[src/rtl/sprite_loader_pkg.sv]
// Shared types and constants for the sprite pixel loader and the display path.
// Frame states, sprite select codes, RGB333 field positions and a pixel-pack helper.
package sprite_loader_pkg;

  typedef enum logic [2:0] {
    ST_IDLE   = 3'd0,
    ST_SEL    = 3'd1,
    ST_PIX_HI = 3'd2,
    ST_PIX_LO = 3'd3,
    ST_CHK    = 3'd4
  } state_e;

  localparam logic SPR_FROG = 1'b0;
  localparam logic SPR_CAR  = 1'b1;

  localparam int PIX_W     = 9;
  localparam int RGB_R_MSB = 8;
  localparam int RGB_R_LSB = 6;
  localparam int RGB_G_MSB = 5;
  localparam int RGB_G_LSB = 3;
  localparam int RGB_B_MSB = 2;
  localparam int RGB_B_LSB = 0;

  // HI byte contributes only its bit 0 as pixel[8]; LO byte is pixel[7:0].
  function automatic logic [PIX_W-1:0] rgb333_pack(input logic hi_bit, input logic [7:0] lo);
    return {hi_bit, lo};
  endfunction

endpackage

[src/rtl/sprite_loader_if.sv]
// Byte-stream input and sprite-memory write port of the sprite loader.
// i_Byte_Valid is a one-cycle strobe with no ready: a byte is consumed in exactly the cycle
// its valid is high, and the loader never stalls the sender.
interface sprite_loader_if #(
  parameter int ADDR_W = 10
);
  import sprite_loader_pkg::*;

  logic              i_Byte_Valid;
  logic [7:0]        i_Byte;
  logic              o_Wr_En;
  logic              o_Wr_Sel;
  logic [ADDR_W-1:0] o_Wr_Addr;
  logic [PIX_W-1:0]  o_Wr_Data;
  logic              o_Busy;
  logic              o_Done;
  logic              o_Error;
  state_e            dbg_state;

  modport master (
    output i_Byte_Valid, i_Byte,
    input  o_Wr_En, o_Wr_Sel, o_Wr_Addr, o_Wr_Data, o_Busy, o_Done, o_Error, dbg_state
  );

  modport slave (
    input  i_Byte_Valid, i_Byte,
    output o_Wr_En, o_Wr_Sel, o_Wr_Addr, o_Wr_Data, o_Busy, o_Done, o_Error, dbg_state
  );

endinterface

[src/rtl/sprite_loader_timeout.sv]
// Inter-byte watchdog: loadable down-counter that expires a fixed number of idle clocks
// after the last byte, held at its reload value while cleared.
module sprite_loader_timeout #(
  parameter int TIMEOUT_CYCLES = 2500000
) (
  input  logic clk,
  input  logic rst_n,
  input  logic clear,
  input  logic load,
  output logic expire
);

  localparam int CNT_W = $clog2(TIMEOUT_CYCLES);
  // Reload is two short of the limit so the abort lands exactly TIMEOUT_CYCLES clocks
  // after the last byte, once the registered error output is counted in.
  localparam logic [CNT_W-1:0] RELOAD = CNT_W'(TIMEOUT_CYCLES - 2);

  logic [CNT_W-1:0] cnt_q, cnt_d;

  always_comb begin
    cnt_d = cnt_q;
    if (clear || load) begin
      cnt_d = RELOAD;
    end else if (cnt_q != '0) begin
      cnt_d = cnt_q - 1'b1;
    end
  end

  always_ff @(posedge clk or negedge rst_n) begin
    if (!rst_n) begin
      cnt_q <= RELOAD;
    end else begin
      cnt_q <= cnt_d;
    end
  end

  assign expire = !clear && !load && (cnt_q == '0);

endmodule

[src/rtl/sprite_loader.sv]
// Sprite loader: parses SYNC/SEL/pixel-pair frames from the UART byte stream and writes
// RGB333 pixels row-major into the frog or car sprite memory. Checksum byte: SPRITE_LOADER_CHECKSUM_EN.
module sprite_loader
  import sprite_loader_pkg::*;
#(
  parameter int         TILE_SIZE      = 32,
  parameter int         ADDR_W         = 10,
  parameter logic [7:0] SYNC_BYTE      = 8'hA5,
  parameter int         TIMEOUT_CYCLES = 2500000
) (
  input  logic           i_Clk,
  input  logic           i_Rst_L,
  sprite_loader_if.slave bus
);

  localparam int                NPIX     = TILE_SIZE * TILE_SIZE;
  localparam logic [ADDR_W-1:0] LAST_PIX = ADDR_W'(NPIX - 1);

  state_e            state_q, state_d;
  logic [ADDR_W-1:0] cnt_q, cnt_d;
  logic [ADDR_W-1:0] addr_q, addr_d;
  logic [PIX_W-1:0]  data_q, data_d;
  logic              sel_q, sel_d;
  logic              hi_q, hi_d;
  logic              wr_en_q, wr_en_d;
  logic              done_q, done_d;
  logic              error_q, error_d;
  logic              timeout_expire;
  logic              byte_v;
  logic [7:0]        byte_in;
`ifdef SPRITE_LOADER_CHECKSUM_EN
  logic [7:0]        chk_q, chk_d;
`else
  logic              last_q, last_d;
`endif

  assign byte_v  = bus.i_Byte_Valid;
  assign byte_in = bus.i_Byte;

  sprite_loader_timeout #(
    .TIMEOUT_CYCLES(TIMEOUT_CYCLES)
  ) u_timeout (
    .clk   (i_Clk),
    .rst_n (i_Rst_L),
    .clear (state_q == ST_IDLE),
    .load  (byte_v),
    .expire(timeout_expire)
  );

  always_comb begin
    state_d = state_q;
    cnt_d   = cnt_q;
    addr_d  = addr_q;
    data_d  = data_q;
    sel_d   = sel_q;
    hi_d    = hi_q;
    wr_en_d = 1'b0;
    done_d  = 1'b0;
    error_d = 1'b0;
`ifdef SPRITE_LOADER_CHECKSUM_EN
    chk_d   = chk_q;
`else
    // Without a checksum, completion trails the final write strobe by one cycle.
    last_d  = 1'b0;
    done_d  = last_q;
`endif

    case (state_q)
      ST_IDLE: begin
        if (byte_v && byte_in == SYNC_BYTE) begin
          state_d = ST_SEL;
        end
      end
      ST_SEL: begin
        if (byte_v) begin
          if (byte_in[7:1] == 7'd0) begin
            sel_d   = byte_in[0];
            cnt_d   = '0;
            state_d = ST_PIX_HI;
          end else begin
            error_d = 1'b1;
            state_d = ST_IDLE;
          end
        end
      end
      ST_PIX_HI: begin
        if (byte_v) begin
          hi_d    = byte_in[0];
          state_d = ST_PIX_LO;
        end
      end
      ST_PIX_LO: begin
        if (byte_v) begin
          wr_en_d = 1'b1;
          addr_d  = cnt_q;
          data_d  = rgb333_pack(hi_q, byte_in);
          if (cnt_q == LAST_PIX) begin
`ifdef SPRITE_LOADER_CHECKSUM_EN
            state_d = ST_CHK;
`else
            state_d = ST_IDLE;
            last_d  = 1'b1;
`endif
          end else begin
            cnt_d   = cnt_q + 1'b1;
            state_d = ST_PIX_HI;
          end
        end
      end
`ifdef SPRITE_LOADER_CHECKSUM_EN
      ST_CHK: begin
        if (byte_v) begin
          if (byte_in == chk_q) begin
            done_d = 1'b1;
          end else begin
            error_d = 1'b1;
          end
          state_d = ST_IDLE;
        end
      end
`endif
      default: state_d = ST_IDLE;
    endcase

`ifdef SPRITE_LOADER_CHECKSUM_EN
    // Running XOR over SEL and every pixel byte; a SYNC in IDLE starts it afresh.
    if (byte_v) begin
      if (state_q == ST_IDLE) begin
        chk_d = '0;
      end else if (state_q != ST_CHK) begin
        chk_d = chk_q ^ byte_in;
      end
    end
`endif

    // Expiry only fires on byte-free cycles, so a late byte always wins the tie.
    if (timeout_expire) begin
      state_d = ST_IDLE;
      error_d = 1'b1;
    end
  end

  always_ff @(posedge i_Clk or negedge i_Rst_L) begin
    if (!i_Rst_L) begin
      state_q <= ST_IDLE;
      cnt_q   <= '0;
      addr_q  <= '0;
      data_q  <= '0;
      sel_q   <= SPR_FROG;
      hi_q    <= 1'b0;
      wr_en_q <= 1'b0;
      done_q  <= 1'b0;
      error_q <= 1'b0;
`ifdef SPRITE_LOADER_CHECKSUM_EN
      chk_q   <= '0;
`else
      last_q  <= 1'b0;
`endif
    end else begin
      state_q <= state_d;
      cnt_q   <= cnt_d;
      addr_q  <= addr_d;
      data_q  <= data_d;
      sel_q   <= sel_d;
      hi_q    <= hi_d;
      wr_en_q <= wr_en_d;
      done_q  <= done_d;
      error_q <= error_d;
`ifdef SPRITE_LOADER_CHECKSUM_EN
      chk_q   <= chk_d;
`else
      last_q  <= last_d;
`endif
    end
  end

  assign bus.o_Wr_En   = wr_en_q;
  assign bus.o_Wr_Sel  = sel_q;
  assign bus.o_Wr_Addr = addr_q;
  assign bus.o_Wr_Data = data_q;
  assign bus.o_Busy    = (state_q != ST_IDLE);
  assign bus.o_Done    = done_q;
  assign bus.o_Error   = error_q;
  assign bus.dbg_state = state_q;

endmodule

[src/flat_wrapper.sv]
// flat-port wrapper written by rule: the top's interface ports become plain ports
module sprite_loader_flat import sprite_loader_pkg::*;
#(
  parameter int         TILE_SIZE      = 32,
  parameter int         ADDR_W         = 10,
  parameter logic [7:0] SYNC_BYTE      = 8'hA5,
  parameter int         TIMEOUT_CYCLES = 2500000
)
  (i_Clk, i_Rst_L, bus_i_Byte_Valid, bus_i_Byte, bus_o_Wr_En, bus_o_Wr_Sel, bus_o_Wr_Addr, bus_o_Wr_Data, bus_o_Busy, bus_o_Done, bus_o_Error, bus_dbg_state);
  sprite_loader_if #(.ADDR_W(ADDR_W)) bus_i ();
  input  logic i_Clk;
  input  logic i_Rst_L;
  input wire logic [$bits(bus_i.i_Byte_Valid)-1:0] bus_i_Byte_Valid;
  input wire logic [$bits(bus_i.i_Byte)-1:0] bus_i_Byte;
  output wire logic [$bits(bus_i.o_Wr_En)-1:0] bus_o_Wr_En;
  output wire logic [$bits(bus_i.o_Wr_Sel)-1:0] bus_o_Wr_Sel;
  output wire logic [$bits(bus_i.o_Wr_Addr)-1:0] bus_o_Wr_Addr;
  output wire logic [$bits(bus_i.o_Wr_Data)-1:0] bus_o_Wr_Data;
  output wire logic [$bits(bus_i.o_Busy)-1:0] bus_o_Busy;
  output wire logic [$bits(bus_i.o_Done)-1:0] bus_o_Done;
  output wire logic [$bits(bus_i.o_Error)-1:0] bus_o_Error;
  output wire logic [$bits(bus_i.dbg_state)-1:0] bus_dbg_state;
  assign bus_i.i_Byte_Valid = bus_i_Byte_Valid;
  assign bus_i.i_Byte = bus_i_Byte;
  assign bus_o_Wr_En = bus_i.o_Wr_En;
  assign bus_o_Wr_Sel = bus_i.o_Wr_Sel;
  assign bus_o_Wr_Addr = bus_i.o_Wr_Addr;
  assign bus_o_Wr_Data = bus_i.o_Wr_Data;
  assign bus_o_Busy = bus_i.o_Busy;
  assign bus_o_Done = bus_i.o_Done;
  assign bus_o_Error = bus_i.o_Error;
  assign bus_dbg_state = bus_i.dbg_state;
  sprite_loader #(.TILE_SIZE(TILE_SIZE), .ADDR_W(ADDR_W), .SYNC_BYTE(SYNC_BYTE), .TIMEOUT_CYCLES(TIMEOUT_CYCLES)) u_core (.i_Clk(i_Clk), .i_Rst_L(i_Rst_L), .bus(bus_i));
endmodule
[config.mk]
export PLATFORM = sky130hd
export DESIGN_NAME = sprite_loader_flat
export DESIGN_NICKNAME = d
export VERILOG_FILES = /design/src/rtl/sprite_loader_pkg.sv /design/src/rtl/sprite_loader_if.sv /design/src/rtl/sprite_loader_timeout.sv /design/src/rtl/sprite_loader.sv /design/src/flat_wrapper.sv
export SDC_FILE = /design/constraint.sdc
export NUM_CORES = 1
export LEC_CHECK = 0
export BUFFER_PORTS_ARGS = -buffer_cell sky130_fd_sc_hd__buf_2
export CAP_MARGIN = 10
export CORE_MARGIN = 5
export CORE_UTILIZATION = 50
export CTS_CLUSTER_DIAMETER = 80
export DETAILED_ROUTE_END_ITERATION = 8
export GPL_TIMING_DRIVEN = 1
export PLACE_DENSITY = 0.72
export REMOVE_ABC_BUFFERS = 1
export SYNTH_ARGS = -nofsm -noshare
export SYNTH_HDL_FRONTEND = slang
export SYNTH_HIERARCHICAL = 1
export SYNTH_SLANG_ARGS = --single-unit
export TNS_END_PERCENT = 10
[constraint.sdc]
create_clock -name i_Clk -period 2.5 [get_ports i_Clk]
set_input_delay 0.5 -clock i_Clk [delete_from_list [all_inputs] [get_ports i_Clk]]
set_output_delay 0.5 -clock i_Clk [all_outputs]
set_load 0.005 [all_outputs]
==> impl_summary.log, run 1 <==
[metrics] area added between synthesis and finish: 18.59%
[metrics] final count of pins violating max slew: 0
[metrics] startpoint-to-endpoint class of the critical path: flop to flop
[metrics] initial antenna violation count: 0
[metrics] register area share after synthesis: 0.5298
[metrics] number of global-route vias before repair: 2351
[metrics] TritonCTS Buffers: 9
[metrics] worst-case clock buffer depth: 2
[metrics] Post-synth top flop: sky130_fd_sc_hd__dfrtp_1
[metrics] required time worst endpoint: 2.75 ns
[metrics] Final Hold Vio Count: 0
[metrics] worst vdd rail ir drop: 0.3694 mV
[metrics] post-CTS setup buffer count: 0
[metrics] number of nets in the layout: 351
[metrics] Post-Route Setup TNS: 0 ns
[metrics] Std-Cell Rows: 27
[metrics] GR Overflow Total: 0
[metrics] power density relative to cell area: 615.5 mW/mm2
[metrics] clock net sink count: 59
[metrics] critical path endpoint category: flop
[metrics] number of standard cells in the layout, taps in and fillers out: 415
[metrics] share of Yosys cell area claimed by the top area cell type: 0.4270
[metrics] Iteration-0 DRC Markers: 112
[metrics] routed via count: 2296
[metrics] total routing usage reported by global routing: 0.1862
[metrics] Multi-input gate area: 0.001266 mm2
[metrics] chip height: 85 um
[metrics] area occupied by registers: 0.001490 mm2
[metrics] Routed Antenna Nets: 0
[metrics] min Tclk post-route: 2.104 ns
[metrics] latest clock arrival within the worst-skew pair: 0.33 ns
[metrics] final setup violating endpoints: 0
[metrics] gate count after technology mapping: 294
[metrics] arrival time worst endpoint: 2.36 ns
[metrics] Worst R2R Path Depth: 7
[metrics] ports placed on the boundary: 38
[metrics] remaining max-slew budget at the tightest pin: 0.5807
[metrics] Routed wire per std cell: 14.69 um
[metrics] library cell with the highest instance count after synthesis: sky130_fd_sc_hd__nand2_1
[metrics] Placed Instances: 399
[metrics] share of final-layout standard cells stronger than drive strength 1: 0.2391
[metrics] Die Outline Area: 0.007225 mm2
[metrics] clock edge transition at the registers on the reported setup and hold paths: 0.07 ns
[metrics] overall power: 2.053 mW
[metrics] Worst Setup Start Kind: flop
[metrics] cell type with the largest total area after synthesis: sky130_fd_sc_hd__dfrtp_1
[metrics] number of filler instances in the final layout: 456
[metrics] Port-buffer cells: 36
[metrics] Initial DRT Pass Iterations: 4
[metrics] Area contributors post-synth: sky130_fd_sc_hd__dfrtp_1, sky130_fd_sc_hd__dfstp_2, sky130_fd_sc_hd__nand2_1
[metrics] worst clock skew: 0.009220 ns
[metrics] largest fanout on the critical path: 14
[metrics] number of synthesized flops with an enable pin: 0
[metrics] setup repair after global routing missed its margin: false
[metrics] fraction of the cycle the final worst path needs: 0.8417
[metrics] root buffer cell: sky130_fd_sc_hd__clkbuf_8
[metrics] antenna diode count: 0
[metrics] maxcap violations: 0
[metrics] DRC errors left: 0
[metrics] detailed-route vias per instance: 5.533
[metrics] worst hold path class: input port to async pin
[metrics] share of synthesized flip-flops with an asynchronous set or reset: 1.000
[metrics] number of library cell types mapped by synthesis: 49
[metrics] first-pass GRT wire length: 10900 um
[metrics] x dimension of the die: 85 um
[metrics] placeable core region: 0.005473 mm2
[metrics] result of the run: complete, no violations
[metrics] H-tree Lvls: 3
[metrics] routability congestion estimate: 0.8017
[metrics] ranking of synthesized cells by instance count: sky130_fd_sc_hd__nand2_1, sky130_fd_sc_hd__dfrtp_1, sky130_fd_sc_hd__nor2_1, sky130_fd_sc_hd__o21ai_0
[metrics] LEAKAGE: 1.566 nW
[metrics] number of register bits inferred by synthesis: 59
[metrics] CTS tree: yes
[metrics] detailed placement HPWL: 4282 um
[metrics] Max Clk Rate: 475.2 MHz
[metrics] starting utilization of the core area: 0.5139
[metrics] Synthesis Warnings: 6
[metrics] final hold slack: 0.1278 ns
[metrics] Post-CTS Hold Buffers: 0
[metrics] slew at the pin closest to its max-slew limit: 0.6235 ns
[metrics] routed wire length: 6098 um
[metrics] largest net degree at the start of global routing: 24
[metrics] final design utilization: 0.6095
[metrics] Post-Synthesis Cell Area: 0.002813 mm2
[metrics] synthesized area per cell: 9.567 um2
-- critical path, stage by stage (launching register included) --
cell and delay [ns]:
sky130_fd_sc_hd__dfrtp_1 0.40, sky130_fd_sc_hd__inv_1 0.12, sky130_fd_sc_hd__ha_1 0.21, sky130_fd_sc_hd__nor2b_1 0.29
sky130_fd_sc_hd__nand3_2 0.30, sky130_fd_sc_hd__or2_1 0.37, sky130_fd_sc_hd__and3_1 0.20, sky130_fd_sc_hd__o21ai_1 0.14
-- what timing repair did --
| item | CTS | global route |
|---|---|---|
| endpoints found under the hold margin | 0 | 0 |
| resized for setup | 0 | 1 |
| setup endpoints to repair | 0 | 2 |
-- kinds of logic (layout without fill, tap and decap cells) --
group                    Yosys count  count (layout)  share of synthesized area
buffers and inverters             15              64                    0.02180
other                              1               1                   0.001333
AND/OR/NAND/NOR                  159             159                     0.2949
AO/OA/AOI/OAI                     47              47                     0.1077
adder cells (fa/ha/maj)            2               2                   0.008895
flip-flops                        59              59                     0.5298
XOR/XNOR                           9               9                    0.02802
multiplexers                       2               2                   0.007562
-- cells in the final DEF (no fill, tap or decap), drive strengths merged, types with 6 or more instances in the layout --
cell	instances
nor2	18
nand2	74
clkbuf	11
nor4	7
dfstp	11
a21oi	10
buf	42
o21ai	16
nor3	9
or3	8
inv	6
nand3	12
dfrtp	48
-- worst paths after layout --
kind,endpoint,startpoint,slack (ns)
max in group asynchronous,u_core/u_timeout/cnt_q[1],i_Rst_L,1.70
worst max register to register,u_core/u_timeout/cnt_q[2],u_core/u_timeout/cnt_q[0],0.40
min in group i_Clk,u_core/bus.o_Done,u_core/done_d,0.35
worst max-delay path,u_core/u_timeout/cnt_q[2],u_core/u_timeout/cnt_q[0],0.40
worst min-delay path,u_core/bus.o_Wr_En,i_Rst_L,0.13
worst min register to register,u_core/bus.o_Done,u_core/done_d,0.35
-- where the power goes --
part | leakage, nW | internal (mW) | switching (mW)
combinational | 0.656 | 0.0101 | 0.0270
sequential | 0.787 | 0.956 | 0.000335
clock | 0.123 | 0.686 | 0.373
-- through the flow --
stage / setup WS, ns / area (um2)
floorplan: 0.6068 / 2774
global placement: 0.4187 / 3089
detailed placement: 0.3028 / 3089
CTS: 0.2713 / 3331
global route: 0.1196 / 3336
finish: 0.3957 / 3336
-- layout make-up --
type	instances	area share
repair buffers	42	0.06752
well taps	72	0.02701
clock inverters	5	0.03001
inverters	6	0.006752
clock buffers	11	0.04239
multi-input cells	220	0.3796
flip-flops and latches	59	0.4467
-- per-layer routing --
layer | track usage | wire [um] | part of all wire
met4 | 0.08345 | 110 | 0.018
met5 | 0 | 0 | 0
met2 | 0.3023 | 3059 | 0.50
met3 | 0.04757 | 214 | 0.035
met1 | 0.2338 | 2714 | 0.45
-- sequential cells by signal (all words and copies together) (netlist names) --
register                flops
u_core/done_d               1
u_core/bus.o_Error          1
u_core/bus.o_Wr_En          1
u_core/hi_q                 1
u_core/bus.o_Wr_Addr       10
u_core/u_timeout/cnt_q     22
u_core/bus.dbg_state        2
u_core/bus.o_Wr_Sel         1
u_core/cnt_q               10
u_core/bus.o_Done           1
u_core/bus.o_Wr_Data        9
Power figures use the tool's default switching activity.
==> run 2, diff against run 1 <==
Settings changed: ABC_AREA set to 1, PLACE_DENSITY 0.72 to 0.74.
Clock period 2.5 ns to 1.85 ns, I/O delays scaled along.
==> impl_summary.log, run 2 <==
[metrics] number of register bits inferred by synthesis: 59 (unchanged)
[metrics] library cell with the highest instance count after synthesis: sky130_fd_sc_hd__nand2_1
[metrics] ports placed on the boundary: 38 (unchanged)
[metrics] Std-Cell Rows: 29 (+7.4%)
[metrics] placeable core region: 0.006314 mm2 (+15%)
[metrics] Die Outline Area: 0.008180 mm2 (+13%)
[metrics] x dimension of the die: 90.45 um (+6.4%)
[metrics] ranking of synthesized cells by instance count: sky130_fd_sc_hd__nand2_1, sky130_fd_sc_hd__nor2_1, sky130_fd_sc_hd__dfrtp_1, sky130_fd_sc_hd__inv_1, sky130_fd_sc_hd__nand3_1
[metrics] Routed Antenna Nets: 0 (unchanged)
[metrics] Worst Setup SP: u_core/bus.dbg_state[1]
[metrics] clock edge transition at the registers on the reported setup and hold paths: 0.07 ns (about the same)
[metrics] commonest cells after routing, fill and taps aside: sky130_fd_sc_hd__nand2_1, sky130_fd_sc_hd__nor2_1, sky130_fd_sc_hd__dfrtp_1
[metrics] largest fanout on the critical path: 5 (-9)
[metrics] H-tree Lvls: 3 (unchanged)
[metrics] Iteration-0 DRC Markers: 110 (-1.8%)
[metrics] first-pass GRT wire length: 12340 um (+13%)
[metrics] worst vdd rail ir drop: 0.7408 mV (+100%)
[metrics] most common cell after layout, fill and taps aside: sky130_fd_sc_hd__nand2_1
[metrics] result of the run: complete, no violations
[metrics] TritonCTS Buffers: 9 (unchanged)
[metrics] DRC errors left: 0 (unchanged)
[metrics] share of Yosys cell area claimed by the top area cell type: 0.3712 (-0.05582)
[metrics] post-CTS setup buffer count: 0 (unchanged)
[metrics] detailed placement HPWL: 5182 um (+21%)
[metrics] required time worst endpoint: 1.48 ns (-1.27 ns)
[metrics] placed instance area: 0.003530 mm2 (+14%)
[metrics] startpoint-to-endpoint class of the critical path: flop to primary output
[metrics] chip height: 90.45 um (+6.4%)
[metrics] Post-CTS Hold Buffers: 0 (unchanged)
[metrics] root buffer cell: sky130_fd_sc_hd__clkbuf_8
[metrics] share of final-layout standard cells stronger than drive strength 1: 0.2392 (about the same)
[metrics] Initial DRT Pass Iterations: 4 (unchanged)
[metrics] number of global-route vias before repair: 2741 (+17%)
[metrics] clock net sink count: 59 (unchanged)
[metrics] maxcap violations: 0 (unchanged)
[metrics] synthesized area per cell: 7.815 um2 (-18%)
[metrics] final count of pins violating max slew: 0 (unchanged)
[metrics] min Tclk post-route: 1.688 ns
[metrics] CTS tree: yes
[metrics] Post-Route Setup TNS: 0 ns (unchanged)
[metrics] Largest Register: u_core/u_timeout/cnt_q
[metrics] number of nets in the layout: 473 (+35%)
[metrics] critical path endpoint category: primary output
[metrics] number of synthesized flops with an enable pin: 0 (unchanged)
[metrics] reg-to-reg critical path startpoint: u_core/u_timeout/cnt_q[0]
[metrics] initial antenna violation count: 0 (unchanged)
[metrics] routed wire length: 6980 um (+14%)
[metrics] Post-synth top flop: sky130_fd_sc_hd__dfrtp_1
[metrics] register area share after synthesis: 0.4606 (-0.06925)
[metrics] max FFs per register: 22 (unchanged)
[metrics] detailed-route vias per instance: 5.102 (-7.8%)
[metrics] worst clock skew: 0.009362 ns (+0.0001417 ns)
[metrics] latest clock arrival within the worst-skew pair: 0.33 ns (about the same)
[metrics] cell type with the largest total area after synthesis: sky130_fd_sc_hd__dfrtp_1
[metrics] LEAKAGE: 1.882 nW (+20%)
[metrics] Non-Filler Cell Area, Final: 0.003792 mm2 (+14%)
[metrics] Port-buffer cells: 36 (unchanged)
[metrics] Max Clk Rate: 592.5 MHz
[metrics] fraction of the cycle the final worst path needs: 0.9123
[metrics] area added between synthesis and finish: 17.21%
[metrics] worst-case clock buffer depth: 2 (unchanged)
[metrics] gate count after technology mapping: 414 (+41%)
[metrics] Synthesis Warnings: 6 (unchanged)
[metrics] antenna diode count: 0 (unchanged)
[metrics] largest net degree at the start of global routing: 60 (+150%)
[metrics] Area contributors post-synth: sky130_fd_sc_hd__dfrtp_1, sky130_fd_sc_hd__nand2_1, sky130_fd_sc_hd__dfstp_2
[metrics] routed via count: 2760 (+20%)
[metrics] CTS resizes: 0 (unchanged)
[metrics] share of synthesized flip-flops with an asynchronous set or reset: 1.000 (unchanged)
[metrics] setup repair after global routing missed its margin: false
[metrics] final setup violating endpoints: 0 (unchanged)
[metrics] worst hold path class: input port to async pin
[metrics] GR Overflow Total: 0 (unchanged)
[metrics] routability congestion estimate: 0.9340 (+17%)
[metrics] Post-Synthesis Cell Area: 0.003236 mm2 (+15%)
[metrics] Worst Setup Start Kind: flop
[metrics] power density relative to cell area: 859.5 mW/mm2 (+40%)
[metrics] total routing usage reported by global routing: 0.1810 (-0.005173)
[metrics] arrival time worst endpoint: 1.32 ns (-1.04 ns)
[metrics] Final Hold Vio Count: 0 (unchanged)
[metrics] Routed wire per std cell: 12.90 um (-12%)
[metrics] starting utilization of the core area: 0.5125 (-0.001461)
[metrics] number of library cell types mapped by synthesis: 35 (-29%)
[run 2: power by group]
part | switching (mW) | internal [mW]
registers | 0.0447 | 1.34
clock network | 0.490 | 1.06
logic | 0.211 | 0.112
total | 0.746 | 2.51
[run 2: stage by stage]
| step | instances | power (mW) | util | worst slack (ns) | hold slack [ns] |
|---|---|---|---|---|---|
| 3_3_place_gp | 526 | 1.736 | 0.5591 | 0.2458 | 0.3543 |
| 2_1_floorplan | 407 | 1.582 | - | 0.2230 | 0.07441 |
| 4_1_cts | 541 | 3.298 | 0.6007 | 0.1524 | 0.03827 |
| 5_1_grt | 541 | 3.414 | 0.6007 | 0.05361 | 0.04221 |
| 6_report | 541 | 3.260 | 0.6007 | 0.1622 | 0.03159 |
| 3_5_place_dp | 526 | 1.738 | 0.5591 | 0.1802 | 0.3607 |
[run 2: per-layer routing]
metal  vias up  global-route usage  share of wire
li1       1410                   -              -
met1      1289              0.2138           0.44
met2        52              0.3134           0.51
met3         9             0.05917          0.047
met4         0             0.05211          0.010
met5         -                   0              0
[run 2: final timing paths]
check                                             end  depth (start not counted)  slack, ns
setup / recovery                           bus_o_Busy                          3       0.16
hold / removal                     u_core/bus.o_Error                          2       0.03
setup reg to reg              u_core/bus.dbg_state[0]                          9       0.17
hold reg to reg                     u_core/bus.o_Done                          0       0.38
min in group i_Clk            u_core/bus.o_Wr_Data[4]                          3       0.26
max in group asynchronous  u_core/u_timeout/cnt_q[13]                          2       1.52
[run 2: area by class of cell]
| class | instances | area, um2 |
|---|---|---|
| Clock buffer | 10 | 137.6 |
| Clock inverter | 5 | 125.1 |
| Fill cell | 576 | 2521 |
| Inverter | 42 | 157.7 |
| Multi-Input combinational cell | 306 | 1548 |
| Sequential cell | 59 | 1490 |
| Tap cell | 77 | 96.34 |
| Timing Repair Buffer | 42 | 237.7 |
[run 2: cells by family after synthesis]
family | count (synthesis) | synth area share
adders and majority gates | 2 | 0.007733
buffers and inverters | 49 | 0.06110
DFF | 59 | 0.4606
xor gates and xnor gates | 3 | 0.008122
AOI/OAI and AO/OA | 41 | 0.07116
other | 1 | 0.001159
and+or+nand+nor | 259 | 0.3902
[run 2: critical path, stage by stage, from the launching register on]
cell and delay, ns:
sky130_fd_sc_hd__dfrtp_1 0.46, sky130_fd_sc_hd__nor2_1 0.29, sky130_fd_sc_hd__inv_1 0.10, sky130_fd_sc_hd__buf_2 0.14
==> run 3, diff against run 2 <==
Settings changed: CORE_UTILIZATION 50 to 40, CTS_CLUSTER_SIZE set to 16, PLACE_DENSITY 0.74 to 0.62.
==> impl_summary.log, run 3 (synthesis results as in run 2) <==
[metrics] reg-to-reg critical path startpoint: u_core/u_timeout/cnt_q[0]
[metrics] result of the run: complete, no violations
[metrics] Worst R2R Path Depth: 9 (unchanged)
[metrics] most common cell after layout, fill and taps aside: sky130_fd_sc_hd__nand2_1
[metrics] min Tclk post-route: 1.694 ns (+0.006203 ns)
[metrics] largest fanout on the critical path: 5 (unchanged)
[metrics] x dimension of the die: 99.94 um (+10%)
[metrics] antenna diode count: 0 (unchanged)
[metrics] Routed Antenna Nets: 0 (unchanged)
[metrics] final count of pins violating max slew: 0 (unchanged)
[metrics] critical path, cell by cell: nor2_1, inv_1, buf_2
[metrics] latest clock arrival within the worst-skew pair: 0.34 ns (about the same)
[metrics] Worst Setup SP: u_core/bus.dbg_state[1]
[metrics] number of gates on the worst path with buffers counted: 3 (unchanged)
[metrics] largest net degree at the start of global routing: 32 (-47%)
[metrics] maxcap violations: 0 (unchanged)
[metrics] Largest Register: u_core/u_timeout/cnt_q
[metrics] crit path buf inv count: 2 (unchanged)
[metrics] Worst Setup Start Kind: flop
[metrics] Iteration-0 DRC Markers: 101 (-8.2%)
[metrics] Worst path top cell family by delay: flip-flops
[metrics] worst-case clock buffer depth: 2 (unchanged)
[metrics] area added between synthesis and finish: 15.97%
[metrics] first-pass GRT wire length: 12440 um (+0.78%)
[metrics] ports placed on the boundary: 38 (unchanged)
[metrics] worst vdd rail ir drop: 0.5162 mV (-30%)
[metrics] Non-Filler Cell Area, Final: 0.003752 mm2 (-1.1%)
[metrics] peak per-stage delay on the critical path: 0.46 ns (about the same)
[metrics] Port-buffer cells: 36 (unchanged)
[metrics] Post-Route Setup TNS: 0 ns (unchanged)
[metrics] worst hold path class: input port to async pin
[metrics] max FFs per register: 22 (unchanged)
[metrics] placed instance area: 0.003556 mm2 (+0.74%)
[metrics] number of global-route vias before repair: 2681 (-2.2%)
[metrics] critical path's slowest cell: sky130_fd_sc_hd__dfrtp_1
[metrics] number of filler instances in the final layout: 796 (+38%)
[metrics] routed via count: 2715 (-1.6%)
[metrics] H-tree Lvls: 3 (unchanged)
[metrics] routed wire length: 7170 um (+2.7%)
[metrics] critical path endpoint category: primary output
[metrics] initial antenna violation count: 0 (unchanged)
[metrics] chip height: 99.94 um (+10%)
[metrics] Initial DRT Pass Iterations: 4 (unchanged)
[metrics] DRC errors left: 0 (unchanged)
[metrics] power density relative to cell area: 765.7 mW/mm2 (-11%)
[metrics] Routed wire per std cell: 12.62 um (-2.2%)
[metrics] setup repair after global routing missed its margin: false
[metrics] Die Outline Area: 0.009988 mm2 (+22%)
[metrics] detailed-route vias per instance: 4.780 (-6.3%)
[metrics] TritonCTS Buffers: 9 (unchanged)
[metrics] placeable core region: 0.007807 mm2 (+24%)
[metrics] clock net sink count: 59 (unchanged)
[metrics] root buffer cell: sky130_fd_sc_hd__clkbuf_8
[metrics] fraction of the cycle the final worst path needs: 0.9157 (+0.003353)
[metrics] routability congestion estimate: 0.8620 (-7.7%)
[metrics] detailed placement HPWL: 5349 um (+3.2%)
[metrics] startpoint-to-endpoint class of the critical path: flop to primary output
[metrics] number of nets in the layout: 474 (+0.21%)
[metrics] Final Hold Vio Count: 0 (unchanged)
[metrics] required time worst endpoint: 1.48 ns (about the same)
[metrics] worst clock skew: 0.005613 ns (-0.003749 ns)
[metrics] Max Clk Rate: 590.3 MHz (-0.37%)
[metrics] clock edge transition at the registers on the reported setup and hold paths: 0.07 ns (about the same)
[metrics] arrival time worst endpoint: 1.32 ns (about the same)
[metrics] LEAKAGE: 1.848 nW (-1.8%)
[metrics] starting utilization of the core area: 0.4144 (-0.09806)
[metrics] Std-Cell Rows: 32 (+10%)
[metrics] share of final-layout standard cells stronger than drive strength 1: 0.2425 (+0.003265)
[metrics] CTS tree: yes
[metrics] CTS resizes: 0 (unchanged)
[metrics] final setup violating endpoints: 0 (unchanged)
[metrics] post-CTS setup buffer count: 0 (unchanged)
[metrics] total routing usage reported by global routing: 0.1561 (-0.02498)
[metrics] Post-CTS Hold Buffers: 0 (unchanged)
[metrics] commonest cells after routing, fill and taps aside: sky130_fd_sc_hd__nand2_1, sky130_fd_sc_hd__nor2_1, sky130_fd_sc_hd__dfrtp_1
[metrics] GR Overflow Total: 0 (unchanged)
[run 3: metal layers]
| metal | track usage | part of all wire | up-vias |
|---|---|---|---|
| met4 | 0.05147 | 0.013 | 0 |
| li1 | - | - | 1408 |
| met2 | 0.2673 | 0.49 | 55 |
| met1 | 0.1854 | 0.44 | 1244 |
| met3 | 0.04934 | 0.052 | 8 |
| met5 | 0 | 0 | - |
[run 3: worst paths after layout]
kind                            slack [ns]                        end
worst max-delay path                  0.16                 bus_o_Busy
worst min-delay path                  0.04                u_core/hi_q
worst max register to register        0.20    u_core/bus.dbg_state[0]
worst min register to register        0.37          u_core/bus.o_Done
max in group asynchronous             1.47  u_core/u_timeout/cnt_q[7]
min in group i_Clk                    0.25    u_core/bus.o_Wr_Data[1]
[run 3: stage by stage]
stage                     std cells  hold slack, ns  setup WS [ns]  power [mW]    util
after CTS                       568         0.03753         0.1268       2.927  0.4803
after floorplan                 407         0.07441         0.2230       1.582       -
final                           568         0.03886         0.1560       2.873  0.4806
after global routing            568         0.06049        0.06033       3.025  0.4806
after global placement          552          0.3391         0.2384       1.738  0.4554
after detailed placement        552          0.3471         0.1562       1.741  0.4554
[run 3: area by class of cell]
class | instances | area, um2 | area share
inverter | 42 | 157.7 | 0.04201
clock buffer | 11 | 141.4 | 0.03768
clock inverter | 5 | 52.55 | 0.01400
tap | 102 | 127.6 | 0.03401
sequential | 59 | 1490 | 0.3971
multi-input combinational | 306 | 1550 | 0.4131
timing repair buffer | 43 | 232.7 | 0.06202
[run 3: worst register-to-register path, cell delays in order, from the launching register on]
cell                      delay (ns)
sky130_fd_sc_hd__dfrtp_1        0.41
sky130_fd_sc_hd__inv_1          0.15
sky130_fd_sc_hd__ha_2           0.27
sky130_fd_sc_hd__nand2_4        0.11
sky130_fd_sc_hd__nor2_2         0.20
sky130_fd_sc_hd__nand3_4        0.09
sky130_fd_sc_hd__inv_1          0.09
sky130_fd_sc_hd__inv_1          0.07
sky130_fd_sc_hd__nand3_1        0.08
sky130_fd_sc_hd__o21ai_0        0.07
[run 3: where the power goes]
group          total, mW  switching, mW  leakage (nW)  internal [mW]
combinational      0.327          0.215         0.966          0.112
sequential          1.39         0.0444         0.783           1.34
clock               1.16          0.506        0.0991          0.652
